===== src/rtl/uc_sequenciador_pkg.sv =====
// State encoding and helpers shared by the game-tick sequencer.
package uc_sequenciador_pkg;

    typedef enum logic [4:0] {
        INICIO    = 5'd0,
        SPAWN_INI = 5'd1,
        SPAWN_ESP = 5'd2,
        ESPERA    = 5'd3,
        FASE_INI  = 5'd4,
        FASE_ESP  = 5'd5,
        STEP_INI  = 5'd6,
        STEP_ESP  = 5'd7,
        FRAME_INI = 5'd8,
        FRAME_ESP = 5'd9,
        TX_INI    = 5'd10,
        TX_ESP    = 5'd11,
        FIM       = 5'd12,
        ERRO      = 5'd31
    } estado_t;

    // True for the states that wait on a sub-unit done (watchdog-guarded).
    function automatic logic eh_espera(estado_t e);
        case (e)
            SPAWN_ESP, FASE_ESP, STEP_ESP, FRAME_ESP, TX_ESP: eh_espera = 1'b1;
            default:                                          eh_espera = 1'b0;
        endcase
    endfunction

endpackage


===== src/rtl/uc_sequenciador_fases_watchdog.sv =====
// Per-wait watchdog: counts cycles spent in a wait state, flags the last one.
module contador_watchdog #(
    parameter int unsigned TIMEOUT = 50000,
    parameter int unsigned W_TO    = 16
) (
    input  logic clock,
    input  logic reset,
    input  logic clear,
    input  logic enable,
    output logic expired
);

    localparam logic [W_TO-1:0] LIMITE = W_TO'(TIMEOUT - 1);

    logic [W_TO-1:0] wd_cnt;

    // Counter restarts on every state change and saturates at the limit.
    always_ff @(posedge clock or posedge reset) begin
        if (reset)
            wd_cnt <= '0;
        else if (clear)
            wd_cnt <= '0;
        else if (enable && (wd_cnt != LIMITE))
            wd_cnt <= wd_cnt + 1'b1;
    end

    assign expired = enable && (wd_cnt == LIMITE);

endmodule


===== src/rtl/uc_sequenciador_fases.sv =====
// Game-tick sequencer: spawn, N_FASES compare/move phases, frame, periodic tx.
module uc_sequenciador_fases
    import uc_sequenciador_pkg::*;
#(
    parameter int unsigned N_FASES = 2,
    parameter int unsigned W_FASE  = 1,
    parameter int unsigned TX_DIV  = 4,
    parameter int unsigned W_TX    = 3,
    parameter int unsigned TIMEOUT = 50000,
    parameter int unsigned W_TO    = 16
) (
    input  logic               clock,
    input  logic               reset,
    input  logic               tick,
    input  logic               spawn_req,
    input  logic               spawn_done,
    input  logic [N_FASES-1:0] fase_done,
    input  logic [N_FASES-1:0] fase_more,
    input  logic [N_FASES-1:0] step_done,
    input  logic               frame_done,
    input  logic               tx_done,
    input  logic               clear_erro,
    output logic               rng_reset,
    output logic               spawn_start,
    output logic [N_FASES-1:0] fase_start,
    output logic [N_FASES-1:0] step_start,
    output logic               frame_start,
    output logic               pause_render,
    output logic               tx_start,
    output logic               cycle_done,
    output logic               erro,
    output logic               overrun,
    output logic [W_FASE-1:0]  db_fase,
    output logic [4:0]         db_estado
);

    localparam logic [W_FASE-1:0] ULTIMA_FASE = W_FASE'(N_FASES - 1);
    localparam logic [W_TX-1:0]   ULTIMO_FRAME = W_TX'(TX_DIV - 1);

    estado_t           estado, proximo;
    logic [W_FASE-1:0] fase_idx, fase_idx_prox;
    logic [W_TX-1:0]   frame_cnt, frame_cnt_prox;
    logic              tick_pend, limpa_tick;
    logic              done_sel, more_sel, step_sel;
    logic              wd_exp;

    contador_watchdog #(
        .TIMEOUT (TIMEOUT),
        .W_TO    (W_TO)
    ) u_watchdog (
        .clock   (clock),
        .reset   (reset),
        .clear   (proximo != estado),
        .enable  (eh_espera(estado)),
        .expired (wd_exp)
    );

    // Pick the done/more/step bits of the active phase; other bits are ignored.
    always_comb begin
        done_sel = 1'b0;
        more_sel = 1'b0;
        step_sel = 1'b0;
        for (int unsigned i = 0; i < N_FASES; i++) begin
            if (fase_idx == W_FASE'(i)) begin
                done_sel = fase_done[i];
                more_sel = fase_more[i];
                step_sel = step_done[i];
            end
        end
    end

    // State, phase index and frame counter registers.
    always_ff @(posedge clock or posedge reset) begin
        if (reset) begin
            estado    <= INICIO;
            fase_idx  <= '0;
            frame_cnt <= '0;
        end else begin
            estado    <= proximo;
            fase_idx  <= fase_idx_prox;
            frame_cnt <= frame_cnt_prox;
        end
    end

    // Next-state logic; a done arriving with the watchdog expiry wins.
    always_comb begin
        proximo        = estado;
        fase_idx_prox  = fase_idx;
        frame_cnt_prox = frame_cnt;
        limpa_tick     = 1'b0;
        case (estado)
            INICIO:    proximo = SPAWN_INI;
            SPAWN_INI: proximo = SPAWN_ESP;
            SPAWN_ESP: begin
                if (spawn_done)  proximo = ESPERA;
                else if (wd_exp) proximo = ERRO;
            end
            ESPERA: begin
                if (spawn_req) begin
                    proximo = SPAWN_INI;
                end else if (tick_pend) begin
                    proximo       = FASE_INI;
                    fase_idx_prox = '0;
                    limpa_tick    = 1'b1;
                end
            end
            FASE_INI:  proximo = FASE_ESP;
            FASE_ESP: begin
                if (done_sel) begin
                    if (more_sel) begin
                        proximo = STEP_INI;
                    end else if (fase_idx == ULTIMA_FASE) begin
                        proximo = FRAME_INI;
                    end else begin
                        proximo       = FASE_INI;
                        fase_idx_prox = fase_idx + 1'b1;
                    end
                end else if (wd_exp) begin
                    proximo = ERRO;
                end
            end
            STEP_INI:  proximo = STEP_ESP;
            STEP_ESP: begin
                if (step_sel)    proximo = FASE_INI;
                else if (wd_exp) proximo = ERRO;
            end
            FRAME_INI: proximo = FRAME_ESP;
            FRAME_ESP: begin
                if (frame_done) begin
                    if (frame_cnt == ULTIMO_FRAME) begin
                        proximo        = TX_INI;
                        frame_cnt_prox = '0;
                    end else begin
                        proximo        = FIM;
                        frame_cnt_prox = frame_cnt + 1'b1;
                    end
                end else if (wd_exp) begin
                    proximo = ERRO;
                end
            end
            TX_INI:    proximo = TX_ESP;
            TX_ESP: begin
                if (tx_done)     proximo = FIM;
                else if (wd_exp) proximo = ERRO;
            end
            FIM:       proximo = ESPERA;
            ERRO: begin
                if (clear_erro) proximo = INICIO;
            end
            default:   proximo = INICIO;
        endcase
    end

    // Tick latch: a new tick beats the same-cycle consume; a tick on a pending one is an overrun.
    always_ff @(posedge clock or posedge reset) begin
        if (reset) begin
            tick_pend <= 1'b0;
            overrun   <= 1'b0;
        end else begin
            if (tick)            tick_pend <= 1'b1;
            else if (limpa_tick) tick_pend <= 1'b0;

            if ((estado == ERRO) && clear_erro)
                overrun <= 1'b0;
            else if (tick && tick_pend && !limpa_tick)
                overrun <= 1'b1;
        end
    end

    // Moore outputs decoded from the registered state and phase index.
    always_comb begin
        rng_reset    = (estado == INICIO);
        spawn_start  = (estado == SPAWN_INI);
        frame_start  = (estado == FRAME_INI);
        pause_render = (estado == FRAME_INI) || (estado == FRAME_ESP);
        tx_start     = (estado == TX_INI);
        cycle_done   = (estado == FIM);
        erro         = (estado == ERRO);
        db_fase      = fase_idx;
        db_estado    = estado;
        fase_start   = '0;
        step_start   = '0;
        for (int unsigned i = 0; i < N_FASES; i++) begin
            fase_start[i] = (estado == FASE_INI) && (fase_idx == W_FASE'(i));
            step_start[i] = (estado == STEP_INI) && (fase_idx == W_FASE'(i));
        end
    end

endmodule


===== config.mk =====
export PLATFORM = sky130hd
export DESIGN_NAME = uc_sequenciador_fases
export DESIGN_NICKNAME = d
export VERILOG_FILES = /design/src/rtl/uc_sequenciador_pkg.sv /design/src/rtl/uc_sequenciador_fases_watchdog.sv /design/src/rtl/uc_sequenciador_fases.sv
export SDC_FILE = /design/constraint.sdc
export NUM_CORES = 1
export LEC_CHECK = 0
export CAP_MARGIN = 20
export CORE_UTILIZATION = 40
export DETAILED_ROUTE_END_ITERATION = 10
export PLACE_DENSITY_LB_ADDON = 0.25
export SLEW_MARGIN = 15
export SYNTH_ARGS = -nofsm -noshare
export SYNTH_HDL_FRONTEND = slang
export SYNTH_SLANG_ARGS = --single-unit

===== constraint.sdc =====
create_clock -name clock -period 3.1 [get_ports clock]
set_input_delay 0.62 -clock clock [delete_from_list [all_inputs] [get_ports clock]]
set_output_delay 0.62 -clock clock [all_outputs]
set_load 0.01 [all_outputs]

# --- After elaboration in Yosys (flattened, before gate mapping) ---
# Index checks and enable logic that the tools add are counted.
totals:
  memories: 0
  ff_bits: 27
  in_bits: 14
  mem_bits_ro: 0
  latchBits: 0
  mem_bits_rw: 0
op_classes:
  order_cmp: 0
  mux: 33
  n_eq_ne: 21
  n_mul: 0
  bitwise: 1
  div_mod_pow: 0
  reduce_logical: 19
  addsub: 3
  shift: 0
ops:
  columns: ["operator", "count"]
  rows:
  - ["$pmux 5 s14", 1]
  - ["$mux 5", 9]
  - ["$mux 16", 2]
  - ["$eq 5x4->1 const B", 5]
  - ["$eq 5x3->1 const B", 4]
  - ["$add 16x1->16 const B", 1]
  - ["$eq 16x16->1 const B", 1]
  - ["$mux 1", 16]
  - ["$ne 16x16->1 const B", 1]
  - ["$eq 5x2->1 const B", 2]
  - ["$logic_and 1x1->1", 9]
  - ["$mux 4", 2]
  - ["$ne 2x2->1 const B", 4]
  - ["$reduce_bool 2->1", 4]
  - ["$mux 3", 2]
  - ["$eq 5x1->1 const B", 1]
  - ["$eq 5x5->1 const B", 1]
  - ["$logic_not 5->1", 1]
  - ["$ne 5x5->1", 1]
  - ["$reduce_and 5->1", 1]
  - ["$reduce_or 5->1", 1]
  - ["$add 3x1->3 const B", 1]
  - ["$eq 3x2->1 const B", 1]
  - ["$pmux 1 s2", 1]
  - ["other kinds (5)", 5]

# --- Longest topological paths before layout ---
# Gate-level depths: netlist (run 1).
logic_depth:
  ltp_word: 9
  depth_mapped: 10
  depth_no_buf: 7

# --- Modules after synthesis ---
# Synthesis (run 1) repeated with hierarchy kept, for this count alone.
unflattened:
  hier_cells: 237
  hier_area_um2: 1984.4
by_module_without_submodules:
  columns: ["module", "cells_per_inst", "instances", "area_each_um2"]
  rows:
  - ["uc_sequenciador_fases", 140, 1, 1047.3]
  - ["contador_watchdog", 97, 1, 937.1]

# --- Least setup slack after synthesis (run 1) ---
# No wires, ideal clock.
synth_path:
  path_type: "register to register"
  from: "reg estado[4] (netlist: db_estado[4])"
  to: "reg u_watchdog.wd_cnt[9]"
  path_buffers: 3
  setup_time_ns: 0.095
  path_slack_ns: 0.243
  path_stages_with_launch: 10
  period_less_slack_ns: 2.857
  t_arrival_ns: 2.763
  cell_sequence: "dfrtp_1 or3b_1 buf_2 or4_4 o2111a_1 and4b_1 or4b_1 buf_2 buf_6 nor4_4"
synth_via:
  elab_chain_len: 9
synth_rtl:
  columns: ["item", "line_no", "rtl"]
  rows:
  - ["start: declaration", "uc_sequenciador_fases.sv:40", "estado_t estado, proximo;"]
  - ["start signal: assignment", "uc_sequenciador_fases.sv:79", "estado <= proximo;"]
  - ["$eq 5x4->1, or another cell as far along", "uc_sequenciador_pkg.sv:23, uc_sequenciador_fases.sv:91", null]
  - ["$reduce_or 5->1", "uc_sequenciador_pkg.sv:23", "case (e)"]
  - ["$mux 1", "uc_sequenciador_pkg.sv:23", null]
  - ["$logic_and 1x1->1", "uc_sequenciador_fases_watchdog.sv:27", "assign expired = enable && (wd_cnt == LIMITE);"]
  - ["$mux 5", null, null]
  - ["$mux 5, on equally long branches", null, null]
  - ["$pmux 5 s14", "uc_sequenciador_fases.sv:91", "case (estado)"]
  - ["$ne 5x5->1", "uc_sequenciador_fases.sv:53", ".clear (proximo != estado),"]
  - ["$mux 16 / $reduce_bool 2->1 (equally long branches)", null, null]
  - ["end signal: assignment", "uc_sequenciador_fases_watchdog.sv:24", "wd_cnt <= wd_cnt + 1'b1;"]
  - ["end: declaration", "uc_sequenciador_fases_watchdog.sv:15", "logic [W_TO-1:0] wd_cnt;"]
# Several ways; a longest one is shown, not always the timed one.
# A chain may end at the register's enable or synchronous reset.

# --- Worst setup path after layout (run 1) ---
layout_path:
  from: "reg estado[4] (netlist: db_estado[4])"
  to: "reg u_watchdog.wd_cnt[15]"
# Same word-level chain as after synthesis.

==> flow_summary.toml, run 1 <==
[clock_network]
cts.sinks = 27
cts_max_path_buffers = 2
cts-hold-fix-buffers = 0
worstSkewPairLatency_ns = 0.27
numCtsBuffers = 3
clk_pin_slew_worst_paths_ns = 0.09
cts_tree = "yes"
cts_resized = 0
cts.htree.levels = 1
clockRootBuffer = "clkbuf_8"
post_cts_buffers = 0

[route]
drt_iter0_drc = 179
ant_nets = 0
drt-wirelength-per-cell_um = 15.1
first_pass_iters = 4
drc = 0
routed_wl_um = 5190
viasPerCell = 5.74
vias = 1973

[critical_path]
slowest_delay_ns = 0.53
startpoint_type = "flop"
path_delay_family = "simple AND/OR/NAND/NOR gates"
path_max_fanout = 16
cp_slowest_cell = "or4_4"
cp-end-kind = "flop"
arrival_ns = 3.13
crit_buf_inv = 1
worstSetupPathType = "flop to flop"
required_ns = 3.26
crit_chain = "or3b_1, or4_4, o2111a_1, and4b_1, or4b_1, buf_4, nor4_1"

[timing]
setup_viol = 0
max_freq_mhz = 337
hold_viol_final = 0
layout_min_cycle_time_ns = 2.97
fin_crit_sh_pct = 95.7
tightest_slew_ns = 0.592
setup_ws_ns = 0.132
worst_clock_skew_ns = 0.00569
slew_headroom_pct = 59.5
drv_slew = 0
hold_ws_ns = 0.487
rsz0062_at_grt = "no"
finalSetupTns_ns = 0

[place]
dpl.cell_count = 340
hpwl_um = 3920
preCtsSetupSlack_ns = -0.0957
finalWeightedCongestion = 0.864
numPortBuffers = 31

[grt]
grt_pass1_vias = 1828
grtUsageTotal_pct = 20.1
gr-total-overflow = 0
grt_pass1_wl_um = 8570
grt_start_max_net_pins = 28
antenna_found_initial = 0

[final_layout]
area.growth.synth_to_final_pct = 22.7
fill_cells = 466
regArea_um2 = 676
instances_no_fill = 344
antenna_cells = 0
layout.nets = 294
drive_gt1_share_pct = 14.4
multi_input_area_um2 = 1300

[synthesis]
synth-seq-cells = 27
synthTopCellsByArea = "dfrtp_1 32%, nor4_2 5.4%, xnor2_1 3.8%"
seq_area_frac_synth_pct = 32.3
ys_types = 62
yosysWarnings = 0
syn_avg_cell_area_um2 = 8.57
synthArstFlopShare_pct = 100
syn_nets = 260
yosys-top-cells-count = "27 x dfrtp_1, 19 x nor2_1, 18 x nand2_1"
synth-edff-count = 0
yosysMostFrequentCell = "dfrtp_1"
syn_inst = 244
synth_top_area_share_pct = 32.3
synth_area_leader_cell = "dfrtp_1"
synth.cell_area_um2 = 2090
synth_ff_type = "dfrtp_1"

[hold_path]
holdCritPathClass = "flop to flop"

[floorplan]
start_util_pct = 42.8
die_h_um = 74.3
core_um2 = 4880
rows = 25
io-pin-count = 32
dieWidth_um = 74.3
die-area_um2 = 5520

[power_and_ir_drop]
ir_drop_mv = 0.398
p_leak_nw = 0.955
power_mw = 1.85
powerDensity_nw_per_um2 = 720

[flow_run]
cap_viol_max_count = 0

[outcome]
status = "completed"
worst register-to-register path: stages (launching register included):
cell,delay [ns]
dfrtp_1,0.39
or3b_1,0.52
or4_4,0.53
o2111a_1,0.15
and4b_1,0.19
or4b_1,0.51
buf_4,0.23
nor4_1,0.35
per-layer routing:
layer | GRT usage [%] | wire, um | vias to the layer above
li1 | - | - | 968
met3 | 2.57 | 244 | 4
met5 | 0 | 0 | -
met4 | 5.03 | 55 | 0
met1 | 29.1 | 2560 | 937
met2 | 31.9 | 2330 | 64
worst paths after layout:
path                       cells past startpoint               endpoint  slack, ns          from
max in group asynchronous                      3   u_watchdog.wd_cnt[7]       2.13         reset
setup / recovery                               7  u_watchdog.wd_cnt[15]       0.13  db_estado[4]
hold reg to reg                                1           frame_cnt[2]       0.49  frame_cnt[2]
setup reg to reg                               7  u_watchdog.wd_cnt[15]       0.13  db_estado[4]
min in group asynchronous                      3                overrun       0.71         reset
hold / removal                                 1           frame_cnt[2]       0.49  frame_cnt[2]
cell usage in the layout, fill, tap and decap left out, drive strengths merged, types with 9 or more instances in the layout:
| cell | instances |
|---|---|
| nor2 | 19 |
| nor4 | 18 |
| dfrtp | 27 |
| nor3 | 13 |
| nand3 | 12 |
| inv | 10 |
| xnor2 | 9 |
| buf | 15 |
| clkdlybuf4s50 | 31 |
| nand2 | 18 |
kinds of logic (layout without fill, tap and decap cells):
group / Yosys count / count (layout) / share of synthesized area (%)
AO/OA/AOI/OAI: 40 / 40 / 13.2
XOR/XNOR: 17 / 17 / 7.12
adder cells (fa/ha/maj): 2 / 2 / 1.20
buffers and inverters: 27 / 60 / 5.51
flip-flops: 27 / 27 / 32.3
multiplexers: 5 / 5 / 2.63
AND/OR/NAND/NOR: 126 / 126 / 38.0
power by group:
| group | switching (mW) | total (mW) | internal, mW | leakage, nW |
|---|---|---|---|---|
| Sequential | 0.0584 | 0.452 | 0.394 | 0.359 |
| Combinational | 0.718 | 1.20 | 0.482 | 0.570 |
| Clock | 0.106 | 0.196 | 0.0899 | 0.0255 |
| Total | 0.882 | 1.85 | 0.966 | 0.955 |
through the flow:
step / instance area, um2 / utilization [%]
after floorplan: 2090 / -
after global placement: 2520 / 51.6
after detailed placement: 2520 / 51.6
after CTS: 2570 / 52.6
after global routing: 2570 / 52.6
final: 2570 / 52.6
sequential cells by signal, summed over array words and instances (netlist names):
register and flops:
db_estado 5, db_fase 1, overrun 1, u_watchdog.wd_cnt 16, tick_pend 1, frame_cnt 3
area by class of cell:
| type | instances | area share [%] |
|---|---|---|
| Multi-Input combinational cell | 190 | 50.7 |
| Timing Repair Buffer | 46 | 16.5 |
| Tap cell | 67 | 3.27 |
| Clock buffer | 3 | 1.61 |
| Inverter | 10 | 1.46 |
| Clock inverter | 1 | 0.195 |
| Sequential cell | 27 | 26.3 |
(Power assumes the default switching activity.)
==> run 2, diff against run 1 <==
Settings changed: ABC_AREA from default to 1, GPL_TIMING_DRIVEN from default to 0.
==> run 2 against run 1 <==
  * Non-clock buffer count is 10 lower
  * Die area is 7.3% lower
  * First-iteration DRC count is 63% lower
  * Critical path depth stayed put
  * Sequential cell count is the same
  * Largest power group unchanged
  * Highest routed layer unchanged
==> flow_summary.toml, run 2 <==
[synthesis]
yosys-top-cells-count = "64 x nor2_1, 63 x nand2_1, 39 x inv_1"
yosysMostFrequentCell = "nor2_1"
synth-seq-cells = 27
seq_area_frac_synth_pct = 34.9
synthArstFlopShare_pct = 100
synth_top_area_share_pct = 34.9
syn_avg_cell_area_um2 = 6.67
synth.cell_area_um2 = 1930
synthTopCellsByArea = "dfrtp_1 35%, nor2_1 12%, nand2_1 12%"
synth-edff-count = 0
synth_ff_type = "dfrtp_1"
synth_area_leader_cell = "dfrtp_1"
syn_nets = 306
ys_types = 27
yosysWarnings = 0
syn_inst = 290

[route]
ant_nets = 0
routed_wl_um = 4440
viasPerCell = 4.95
drt-wirelength-per-cell_um = 11.8
first_pass_iters = 4
drc = 0
vias = 1870
drt_iter0_drc = 66

[final_layout]
mostFrequentLayoutCell = "nor2_1"
mostFrequentLayoutCells = "64 x nor2_1, 63 x nand2_1, 38 x inv_1"
fin_util_pct = 53.0
area.growth.synth_to_final_pct = 23.4
largest_reg_flops = 16
layout.nets = 343
regMostFlops = "u_watchdog.wd_cnt"
antenna_cells = 0
drive_gt1_share_pct = 8.90
instances_no_fill = 378

[power_and_ir_drop]
power_mw = 1.67
p_clk_share_pct = 12.6
p_leak_nw = 1.18
internal_power_uw = 877
powerDensity_nw_per_um2 = 698
power_frac_seq_pct = 27.2
swShare_pct = 47.3
p_sw_uw = 789
ir_drop_mv = 0.331
pwr-share-comb_pct = 60.3

[timing]
slew_headroom_pct = 72.1
setup_ws_ns = 0.484
drv_slew = 0
layout_min_cycle_time_ns = 2.62
fin_crit_sh_pct = 84.4
tightest_slew_ns = 0.418
hold_viol_final = 0
rsz0062_at_grt = "no"
max_freq_mhz = 382
worst_clock_skew_ns = 0.00435
finalSetupTns_ns = 0
setup_viol = 0

[hold_path]
min_delay_path_depth = 1
hold_start = "frame_cnt[0]"
holdCritPathClass = "flop to flop"
holdPathEnd = "frame_cnt[0]"

[critical_path]
timing.rr.end = "u_watchdog.wd_cnt[5]"
path_max_fanout = 10
r2r_cells = 15
cp-end-kind = "output pin"
required_ns = 2.48
reg2reg_from = "db_estado[4]"
worstSetupPathType = "flop to output pin"
r2r_setup_slack_ns = 0.86
startpoint_type = "flop"
arrival_ns = 2.00

[floorplan]
start_util_pct = 42.9
die_h_um = 71.5
core_um2 = 4500
dieWidth_um = 71.5
io-pin-count = 32
rows = 24
die-area_um2 = 5120

[outcome]
status = "completed"

[place]
numPortBuffers = 31
dpl.cell_count = 373
hpwl_um = 3540
preCtsSetupSlack_ns = 0.485
finalWeightedCongestion = 0.890

[clock_network]
worstSkewPairLatency_ns = 0.27
post_cts_buffers = 0
cts.sinks = 27
cts_resized = 0
cts.htree.levels = 1
cts_max_path_buffers = 2
cts_tree = "yes"
cts-hold-fix-buffers = 0
clockRootBuffer = "clkbuf_8"
clk_pin_slew_worst_paths_ns = 0.10
numCtsBuffers = 3

[grt]
grt_pass1_vias = 1720
grtUsageTotal_pct = 18.9
grt_start_max_net_pins = 28
grt_pass1_wl_um = 7720
gr-total-overflow = 0
antenna_found_initial = 0

[flow_run]
cap_viol_max_count = 0
## run 2: changes by cell type in the layout (fill, tap and decap cells not counted), moves of 5 or more
| cell | before | now |
|---|---|---|
| nor4_2 | 9 | 0 |
| xnor2_1 | 9 | 3 |
| nand2_1 | 18 | 63 |
| nor2_2 | 0 | 5 |
| nand3_1 | 12 | 21 |
| buf_4 | 15 | 2 |
| nand4_1 | 6 | 18 |
| nand2_2 | 0 | 9 |
| nor3_1 | 13 | 4 |
| inv_1 | 10 | 38 |
| nor2_1 | 19 | 64 |
| nor4_1 | 8 | 0 |
## run 2: kinds of logic after synthesis
logic type	synth area share (%)
compound gates	4.33
fa+ha+maj	1.29
xor+xnor	4.98
flops	34.9
mux	0.517
simple gates	44.0
buf+inv	9.90
## run 2: power by group through the flow
stage | registers (mW) | clock network [mW] | logic [mW]
final | 0.453 | 0.209 | 1.00
after global routing | 0.462 | 0.227 | 1.14
after CTS | 0.454 | 0.217 | 1.01
after detailed placement | 0.458 | 0 | 1.00
after global placement | 0.459 | 0 | 0.994
after floorplan | 0.463 | 0 | 0.688
## run 2: how the worst max path moves through the flow
| stage | from | end | slack, ns | cells past startpoint |
|---|---|---|---|---|
| floorplan | db_estado[1] | u_watchdog.wd_cnt[1] | 1.25 | 15 |
| global placement | clear_erro | u_watchdog.wd_cnt[2] | 0.52 | 13 |
| detailed placement | clear_erro | u_watchdog.wd_cnt[5] | 0.48 | 13 |
| CTS | db_estado[4] | step_start[0] | 0.49 | 7 |
| global route | db_estado[4] | step_start[0] | 0.32 | 7 |
| finish | db_estado[4] | step_start[0] | 0.48 | 7 |
## run 2: layout make-up
class	count	area [um2]
Fill cell	462	2120
Multi-Input combinational cell	218	1070
Sequential cell	27	676
Timing Repair Buffer	32	338
Inverter	41	154
Tap cell	52	65.1
Clock buffer	3	41.3
Buffer	4	37.5
Clock inverter	1	7.51
## run 2: per-stage QoR
step | hold WS (ns) | area [um2]
finish | 0.494 | 2390
global route | 0.523 | 2390
CTS | 0.500 | 2360
detailed placement | 0.474 | 2310
global placement | 0.464 | 2310
floorplan | 0.446 | 1930
## run 2: metal layers
metal  up-vias  wire [um]  track usage [%]
met5         -          0                0
met4         0         40             4.58
met3         6        241             4.08
met2        48       1980             29.9
met1       825       2180             26.6
li1        991          -                -
## run 2: worst max-delay path, stage by stage, from the launching register on
cell and delay, ns:
dfrtp_1 0.45, inv_1 0.09, buf_4 0.16, nand3_1 0.09
nor2_1 0.14, inv_1 0.11, nor2_1 0.11, clkdlybuf4s50_1 0.56
